==> src/rtl/nibble_serial_adder_pkg.sv <==
// Shared definitions for the nibble-serial add/subtract unit.
// Slice width and the controller state encoding (the unused code 2'd3 is treated as IDLE).
package nibble_serial_adder_pkg;

    localparam int NIBBLE_W = 4;

    typedef enum logic [1:0] {
        S_IDLE = 2'd0,
        S_RUN  = 2'd1,
        S_DONE = 2'd2
    } state_t;

endpackage

==> src/rtl/nibble_serial_adder_add4.sv <==
// nibble_add4: combinational 4-bit ripple-carry slice, zero latency, no flow control.
// c_msb is the carry into bit 3, used by the parent to derive signed overflow.
module nibble_add4 (
    input  logic [3:0] a,
    input  logic [3:0] b,
    input  logic       ci,
    output logic [3:0] s,
    output logic       co,
    output logic       c_msb
);

    logic [4:0] w_c;

    always_comb begin
        w_c    = '0;
        s      = '0;
        w_c[0] = ci;
        for (int i = 0; i < 4; i++) begin
            s[i]     = a[i] ^ b[i] ^ w_c[i];
            w_c[i+1] = (a[i] & b[i]) | (w_c[i] & (a[i] ^ b[i]));
        end
    end

    assign co    = w_c[4];
    assign c_msb = w_c[3];

endmodule

==> src/rtl/nibble_serial_adder.sv <==
// WIDTH-bit add/subtract computed one nibble per cycle through a single 4-bit slice.
// Latency: out_valid rises NIB cycles after the accepting edge; in_ready only in IDLE.
// Backpressure: result and flags hold in DONE until out_ready; no operand queuing.
module nibble_serial_adder
    import nibble_serial_adder_pkg::*;
#(
    parameter int WIDTH = 16
) (
    input  logic             clk,
    input  logic             rst,
    input  logic             in_valid,
    output logic             in_ready,
    input  logic [WIDTH-1:0] a,
    input  logic [WIDTH-1:0] b,
    input  logic             cin,
    input  logic             sub,
    output logic             out_valid,
    input  logic             out_ready,
    output logic [WIDTH-1:0] sum,
    output logic             cout,
    output logic             ovf,
    output logic             zero,
    output logic             busy
);

    localparam int NIB   = WIDTH / NIBBLE_W;
    localparam int IDX_W = (NIB > 1) ? $clog2(NIB) : 1;

    state_t             r_state;
    state_t             w_state_nxt;
    logic [WIDTH-1:0]   r_a;
    logic [WIDTH-1:0]   r_b;
    logic [WIDTH-1:0]   r_sum;
    logic [WIDTH-1:0]   w_sum_nxt;
    logic               r_c;
    logic               r_cout;
    logic               r_ovf;
    logic               r_zero;
    logic [IDX_W-1:0]   r_idx;
    logic [3:0]         w_a_nib;
    logic [3:0]         w_b_nib;
    logic [3:0]         w_s_nib;
    logic               w_co;
    logic               w_c_msb;
    logic               w_last;
    logic               w_accept;

    assign w_a_nib  = r_a[r_idx*NIBBLE_W +: NIBBLE_W];
    assign w_b_nib  = r_b[r_idx*NIBBLE_W +: NIBBLE_W];
    assign w_last   = (r_idx == IDX_W'(NIB - 1));
    assign w_accept = in_valid && in_ready;

    nibble_add4 u_slice (
        .a     (w_a_nib),
        .b     (w_b_nib),
        .ci    (r_c),
        .s     (w_s_nib),
        .co    (w_co),
        .c_msb (w_c_msb)
    );

    always_ff @(posedge clk or posedge rst) begin
        if (rst) begin
            r_state <= S_IDLE;
        end else begin
            r_state <= w_state_nxt;
        end
    end

    always_comb begin
        w_state_nxt = S_IDLE;
        case (r_state)
            S_IDLE:  w_state_nxt = in_valid ? S_RUN : S_IDLE;
            S_RUN:   w_state_nxt = w_last ? S_DONE : S_RUN;
            S_DONE:  w_state_nxt = out_ready ? S_IDLE : S_DONE;
            default: w_state_nxt = in_valid ? S_RUN : S_IDLE;
        endcase
    end

    always_comb begin
        in_ready  = 1'b0;
        out_valid = 1'b0;
        busy      = 1'b0;
        case (r_state)
            S_IDLE:  in_ready = 1'b1;
            S_RUN:   busy = 1'b1;
            S_DONE: begin
                busy      = 1'b1;
                out_valid = 1'b1;
            end
            default: in_ready = 1'b1;
        endcase
    end

    // The current nibble merged into the running sum, so zero can see the full result on the last step.
    always_comb begin
        w_sum_nxt = r_sum;
        w_sum_nxt[r_idx*NIBBLE_W +: NIBBLE_W] = w_s_nib;
    end

    always_ff @(posedge clk or posedge rst) begin
        if (rst) begin
            r_a    <= '0;
            r_b    <= '0;
            r_c    <= 1'b0;
            r_idx  <= '0;
            r_sum  <= '0;
            r_cout <= 1'b0;
            r_ovf  <= 1'b0;
            r_zero <= 1'b0;
        end else if (w_accept) begin
            r_a   <= a;
            r_b   <= sub ? ~b : b;
            r_c   <= sub | cin;
            r_idx <= '0;
        end else if (r_state == S_RUN) begin
            r_sum <= w_sum_nxt;
            r_c   <= w_co;
            r_idx <= r_idx + IDX_W'(1);
            if (w_last) begin
                r_cout <= w_co;
                r_ovf  <= w_c_msb ^ w_co;
                r_zero <= (w_sum_nxt == '0);
            end
        end
    end

    assign sum  = r_sum;
    assign cout = r_cout;
    assign ovf  = r_ovf;
    assign zero = r_zero;

endmodule
==> config.mk <==
export PLATFORM = sky130hd
export DESIGN_NAME = nibble_serial_adder
export DESIGN_NICKNAME = d
export VERILOG_FILES = /design/src/rtl/nibble_serial_adder_pkg.sv /design/src/rtl/nibble_serial_adder_add4.sv /design/src/rtl/nibble_serial_adder.sv
export SDC_FILE = /design/constraint.sdc
export NUM_CORES = 1
export LEC_CHECK = 0
export CAP_MARGIN = 20
export CORE_MARGIN = 10
export CORE_UTILIZATION = 42
export CTS_CLUSTER_DIAMETER = 100
export DETAILED_ROUTE_END_ITERATION = 8
export GPL_TIMING_DRIVEN = 0
export HOLD_SLACK_MARGIN = 0.1
export MAX_ROUTING_LAYER = met4
export PLACE_DENSITY = 0.7
export SYNTH_ARGS = -nofsm -noshare
export SYNTH_HDL_FRONTEND = slang
export SYNTH_SLANG_ARGS = --single-unit
==> constraint.sdc <==
create_clock -name clk -period 3.9 [get_ports clk]
set_input_delay 0.78 -clock clk [delete_from_list [all_inputs] [get_ports clk]]
set_output_delay 0.78 -clock clk [all_outputs]
set_load 0.005 [all_outputs]
# ---- Word-level counts from Yosys, hierarchy flattened
# Cells that the tools add are included.
dict set report word_totals {
  regBits 56
  latchBits 0
  ramBits 0
  rom_bits 0
  in_bits 38
  out_inout_bits 22
  elab_cells 61
  memories 0
}
dict set report op_classes {
  addsub 2
  multipliers 0
  n_div 0
  magnitude_cmp 0
  n_eq_ne 3
  shift 4
  muxes 13
  n_bitwise 24
  reduce_logical 6
}
# operator count
set ops {}
lappend ops {{$neg A4 Y34} 1}
lappend ops {{$shift A4 B34 Y16 const A} 1}
lappend ops {{$shiftx A4 B34 Y16} 1}
lappend ops {{$shiftx A16 B5 Y4} 2}
lappend ops {{$bwmux W16} 1}
lappend ops {{$logic_not A16 Y1} 1}
lappend ops {{$mux W16} 1}
lappend ops {{$not A16 Y16} 1}
lappend ops {{$xor A1 B1 Y1} 9}
lappend ops {{$and A1 B1 Y1} 8}
lappend ops {{$mux W2} 4}
lappend ops {{$mux W1} 6}
lappend ops {{$or A1 B1 Y1} 5}
lappend ops {{$eq A2 B2 Y1 const B} 2}
lappend ops {{$pmux W2 S2} 1}
lappend ops {{$reduce_and A3 Y1} 1}
lappend ops {{$add A2 B1 Y2 const B} 1}
lappend ops {{$eq A2 B1 Y1 const B} 1}
lappend ops {{$reduce_and A2 Y1} 1}
lappend ops {{$reduce_bool A2 Y1} 1}
lappend ops {{$reduce_or A2 Y1} 1}
lappend ops {{$logic_and A1 B1 Y1} 1}
lappend ops {{$not A1 Y1} 1}

# ---- Depth between registers and ports, before layout
dict set report depth {
  word_depth 12
  ltp_mapped 15
  depth_no_buf 13
}

# ---- By module
# A second synthesis with hierarchy kept.
dict set report hier_totals {
  hier_cells 244
  hier_area_um2 2826.5
}
# mod n_inst cells_each area_each_um2 seq_area_each_um2
set modules_own_cells {}
lappend modules_own_cells {nibble_serial_adder 1 232 2716.4 1401.3}
lappend modules_own_cells {nibble_add4 1 12 110.1 0.0}

# ---- Worst setup path before layout
# Ideal clock, no wire load.
dict set report synth_timing {
  path_kind {register -> register}
  start {reg r_idx[0]}
  end {reg r_zero (netlist: zero)}
  setup_ns 0.103
  t_arrival_ns 4.076
  required_time_ns 3.797
  setup_slack_ns -0.279
  path_stages_with_launch 16
  n_path_buf 2
  period_less_slack_ns 4.179
  cell_sequence {dfrtp_1 -> buf_6 -> clkbuf_1 -> mux4_2 -> inv_1 -> fa_1 -> inv_1 -> fa_1 -> inv_1 -> fa_1 -> fa_1 -> nor4b_1 -> a32oi_1 -> a31oi_1 -> or4_1 -> o41ai_2}
}
dict set report synth_between {
  elab_chain_len 12
  elab_cells_between_ends 26
  classes_between {add/sub: 1; eq/ne: 1; shift: 4; mux: 1; bitwise: 17; reduce/logical: 2}
}
# element line
set synth_rtl {}
lappend synth_rtl {{from (decl)} nibble_serial_adder.sv:39} ;# logic [IDX_W-1:0] r_idx;
lappend synth_rtl {{from (signal assigned)} nibble_serial_adder.sv:119} ;# r_idx <= r_idx + IDX_W'(1);
lappend synth_rtl {{$shiftx A16 B5 Y4, on equally long branches} {nibble_serial_adder.sv:48, nibble_serial_adder.sv:49}}
lappend synth_rtl {{$xor A1 B1 Y1} {nibble_serial_adder_add4.sv:19, nibble_serial_adder_add4.sv:20}}
lappend synth_rtl {{$and A1 B1 Y1} nibble_serial_adder_add4.sv:20} ;# w_c[i+1] = (a[i] & b[i]) | (w_c[i] & (a[i] ^ b[i]));
lappend synth_rtl {{$or A1 B1 Y1} nibble_serial_adder_add4.sv:20}
lappend synth_rtl {{$and A1 B1 Y1} nibble_serial_adder_add4.sv:20}
lappend synth_rtl {{$or A1 B1 Y1} nibble_serial_adder_add4.sv:20}
lappend synth_rtl {{$and A1 B1 Y1} nibble_serial_adder_add4.sv:20}
lappend synth_rtl {{$or A1 B1 Y1} nibble_serial_adder_add4.sv:20}
lappend synth_rtl {{$xor A1 B1 Y1} nibble_serial_adder_add4.sv:19} ;# s[i] = a[i] ^ b[i] ^ w_c[i];
lappend synth_rtl {{$shiftx A4 B34 Y16} nibble_serial_adder.sv:98} ;# w_sum_nxt[r_idx*NIBBLE_W +: NIBBLE_W] = w_s_nib;
lappend synth_rtl {{$bwmux W16} nibble_serial_adder.sv:98}
lappend synth_rtl {{$logic_not A16 Y1} nibble_serial_adder.sv:123} ;# r_zero <= (w_sum_nxt == '0);
lappend synth_rtl {{to (signal assigned)} nibble_serial_adder.sv:123}
lappend synth_rtl {{to (decl)} nibble_serial_adder.sv:38} ;# logic r_zero;
# Parallel ways exist; a longest one is shown, timed or not.
# A chain may end at the register's enable or synchronous reset.

# ---- Worst setup path in the final report
# Ends and elaborated chain as after synthesis.

==> impl_metrics.ini <==
[yosys]
synth_area_sq_mm = 0.00292
synthDistinctLibCells = 39
synth_nets = 324
ys_ff_latch = 56
synth.yosys.warnings = 0
ys_seq_area_share_pct = 47.9
synthCells = 274
avgSynthCellArea_sq_um = 10.7

[worst_setup_path]
worstRegToRegCells = 15
ff2ff_setup_slack_ns = -0.02
r2r-end = zero$_DFFE_PP0P_
crit_path_end_kind = flop
crit_chain = buf_6 -> clkbuf_16 -> mux4_2 -> inv_2 -> fa_2 -> inv_2 -> fa_2 -> inv_2 -> fa_2 -> fa_2 -> inv_2 -> o21ai_2 -> o22ai_2 -> or4_4 -> o41ai_2
startpoint_type = flop
reg2reg_from = r_idx[0]$_DFFE_PP0P_
cp.required_ns = 4.12
crit_path_start = r_idx[0]$_DFFE_PP0P_
arrival_ns = 4.13
slowest_delay_ns = 0.62
cp-endpoint = zero$_DFFE_PP0P_
worst-path-max-fanout = 7
crit_slowest_cell = fa_2
timing_worst_setup_path_type = reg -> reg

[timing]
fin_tns_setup_ns = -0.0162
finalClockSkew_ns = 0.00877
min_period_over_period_pct = 100
setup_viol = 1
fmax_ghz = 0.255
holdWs_ns = 0.487
fin_ws_ns = -0.0162
worst_pin_slew_ns = 0.663
max_slew_margin_pct = 55.8
maxSlewViolCount = 0
rsz0062_at_grt = true
hold_violations = 0
period_needed_ns = 3.92

[floorplan]
die_width_um = 103
die_area_sq_mm = 0.0107
core_area_sq_mm = 0.00679
initial_utilization_pct = 43.0
io-pin-count = 60
die_h_um = 103
floorplan.rows = 30

[final_layout]
fin_area_sq_mm = 0.00388
drive_gt1_share_pct = 13.6
fillCellCount = 593
final_common_cell = clkdlybuf4s50_1
syn_to_final_growth_pct = 32.8
diodes = 0
final_cell_mix = clkdlybuf4s50_1 (58), dfrtp_1 (56), nand2_1 (50), o21ai_1 (21), xnor2_1 (18)
final_nets = 403

[clock_tree]
cts_buffers = 5
cts_tree = yes
clk_latency_ns = 0.31
cts.sinks = 56
clockBufferDepth = 2
clkTransAtPathRegs_ns = 0.10
cts_root_buf = clkbuf_8
cts-htree-levels = 2
hold_buffers = 0

[min_path]
min-delay-start = r_b[14]$_DFFE_PP0P_
hold_class = reg -> reg

[drt]
ant_nets = 0
routed-via-count = 2240
firstDrtPassIters = 4
wl_per_cell_um = 15.2
finalWirelength_mm = 6.85
drc = 0
drtIter0Drc = 103
via_per_inst = 4.98

[run_status]
violations = setup timing
run_status = finished with violations

[grt]
grt_pass1_vias = 2455
grt_first_pass_wirelength_mm = 11.4
antenna_found_initial = 0
gr-total-overflow = 0
grt_max_degree = 41
track_usage_pct = 13.8

[placement]
gp_congestion = 0.875
dp_slack_ns = -0.359
hpwlAfterDp_mm = 5.07
portBuffers = 58
place_area_sq_mm = 0.00366

[run]
cap_violations = 0

[pwr]
ir_drop_mv = 0.599
p_per_area_mw_per_mm2 = 893
p_leak_nw = 1.61
routing by layer:
metal	share of wire, %	wire length (um)	GRT usage [%]
met5	0	0	-
met2	50	3400	23.1
met4	0.82	56	4.17
met1	45	3060	16.5
met3	4.8	330	2.59
sequential cells by signal (all words and copies together), names as in the netlist:
signal,flops
r_b,16
r_state,2
r_a,16
zero,1
cout,1
ovf,1
r_idx,2
sum,16
r_c,1
where the power goes:
| group | switching, mW | total [mW] | internal, mW |
|---|---|---|---|
| registers | 0.145 | 0.978 | 0.833 |
| logic | 1.10 | 2.17 | 1.07 |
| clock network | 0.192 | 0.320 | 0.128 |
| total | 1.44 | 3.47 | 2.03 |
repair_timing:
action                     in CTS  in global routing
setup endpoints to repair       1                  1
pin swaps                       2                  8
buffers inserted                3                 10
resized for setup               3                 11
cell usage after synthesis:
master	number	area, sq um
and3_1	1	6.26
dfrtp_1	56	1400
nor4_1	1	6.26
nand3_1	2	10.0
clkbuf_1	11	41.3
nand2_1	50	188
mux2i_1	1	10.0
nor2_1	7	26.3
mux4_2	8	180
a2111o_1	1	11.3
or4_1	1	7.51
buf_1	2	7.51
o31ai_1	11	82.6
o21ai_0	9	45.0
or3b_1	1	8.76
nor2b_1	1	6.26
nor3_1	1	5.00
o41ai_1	1	8.76
a222oi_1	1	10.0
nand2b_1	2	12.5
fa_1	4	80.1
a21oi_1	4	20.0
o41ai_2	1	16.3
nand4b_1	1	8.76
o22ai_1	3	18.8
inv_1	20	75.1
xnor2_1	18	158
clkinv_1	1	3.75
a32oi_1	1	8.76
a22o_1	1	8.76
and2_1	1	6.26
ha_1	8	100
buf_6	1	11.3
mux2_1	17	191
o21ai_1	21	105
a31oi_1	1	6.26
nor4b_1	1	8.76
nor2b_4	1	13.8
nand3b_1	1	7.51
worst min-delay path by stage:
stage | to | slack (ns) | cells after the start
floorplan | r_b[10]$_DFFE_PP0P_ | 0.45 | 2
global placement | r_b[4]$_DFFE_PP0P_ | 0.46 | 2
detailed placement | r_b[14]$_DFFE_PP0P_ | 0.47 | 2
CTS | r_b[14]$_DFFE_PP0P_ | 0.50 | 2
global route | r_a[9]$_DFFE_PP0P_ | 0.52 | 1
finish | r_b[14]$_DFFE_PP0P_ | 0.49 | 2
cell type report:
cell class	instances	area [sq um]	area share, %
Clock buffer	6	72.6	1.87
Multi-Input combinational cell	183	1410	36.4
Buffer	14	82.6	2.13
Inverter	21	78.8	2.03
Timing Repair Buffer	72	698	18.0
Tap cell	96	120	3.09
Clock inverter	2	16.3	0.419
Sequential cell	56	1400	36.1
through the flow:
step	cells	util [%]	power [mW]
after floorplan	274	-	2.20
after global placement	428	53.6	2.77
after detailed placement	429	53.8	2.82
after CTS	440	55.7	3.24
after global routing	450	57.1	3.76
final	450	57.1	3.47
kinds of logic after synthesis:
| logic type | count (synthesis) | synth area share, % |
|---|---|---|
| multiplexers | 26 | 13.1 |
| flip-flops | 56 | 47.9 |
| adder cells (fa/ha/maj) | 12 | 6.16 |
| AND/OR/NAND/NOR | 72 | 11.0 |
| AO/OA/AOI/OAI | 55 | 11.7 |
| XOR/XNOR | 18 | 5.39 |
| buffers and inverters | 35 | 4.75 |
worst max-delay path: cells and delay by family (launching register included):
family	cells	cell delay (ns)
flip-flops	1	0.41
AO/OA/AOI/OAI	3	0.54
multiplexers	1	0.33
AND/OR/NAND/NOR	1	0.50
adder cells (fa/ha/maj)	4	1.55
buffers and inverters	6	0.49
No activity file was read; power rests on OpenSTA's default activity.
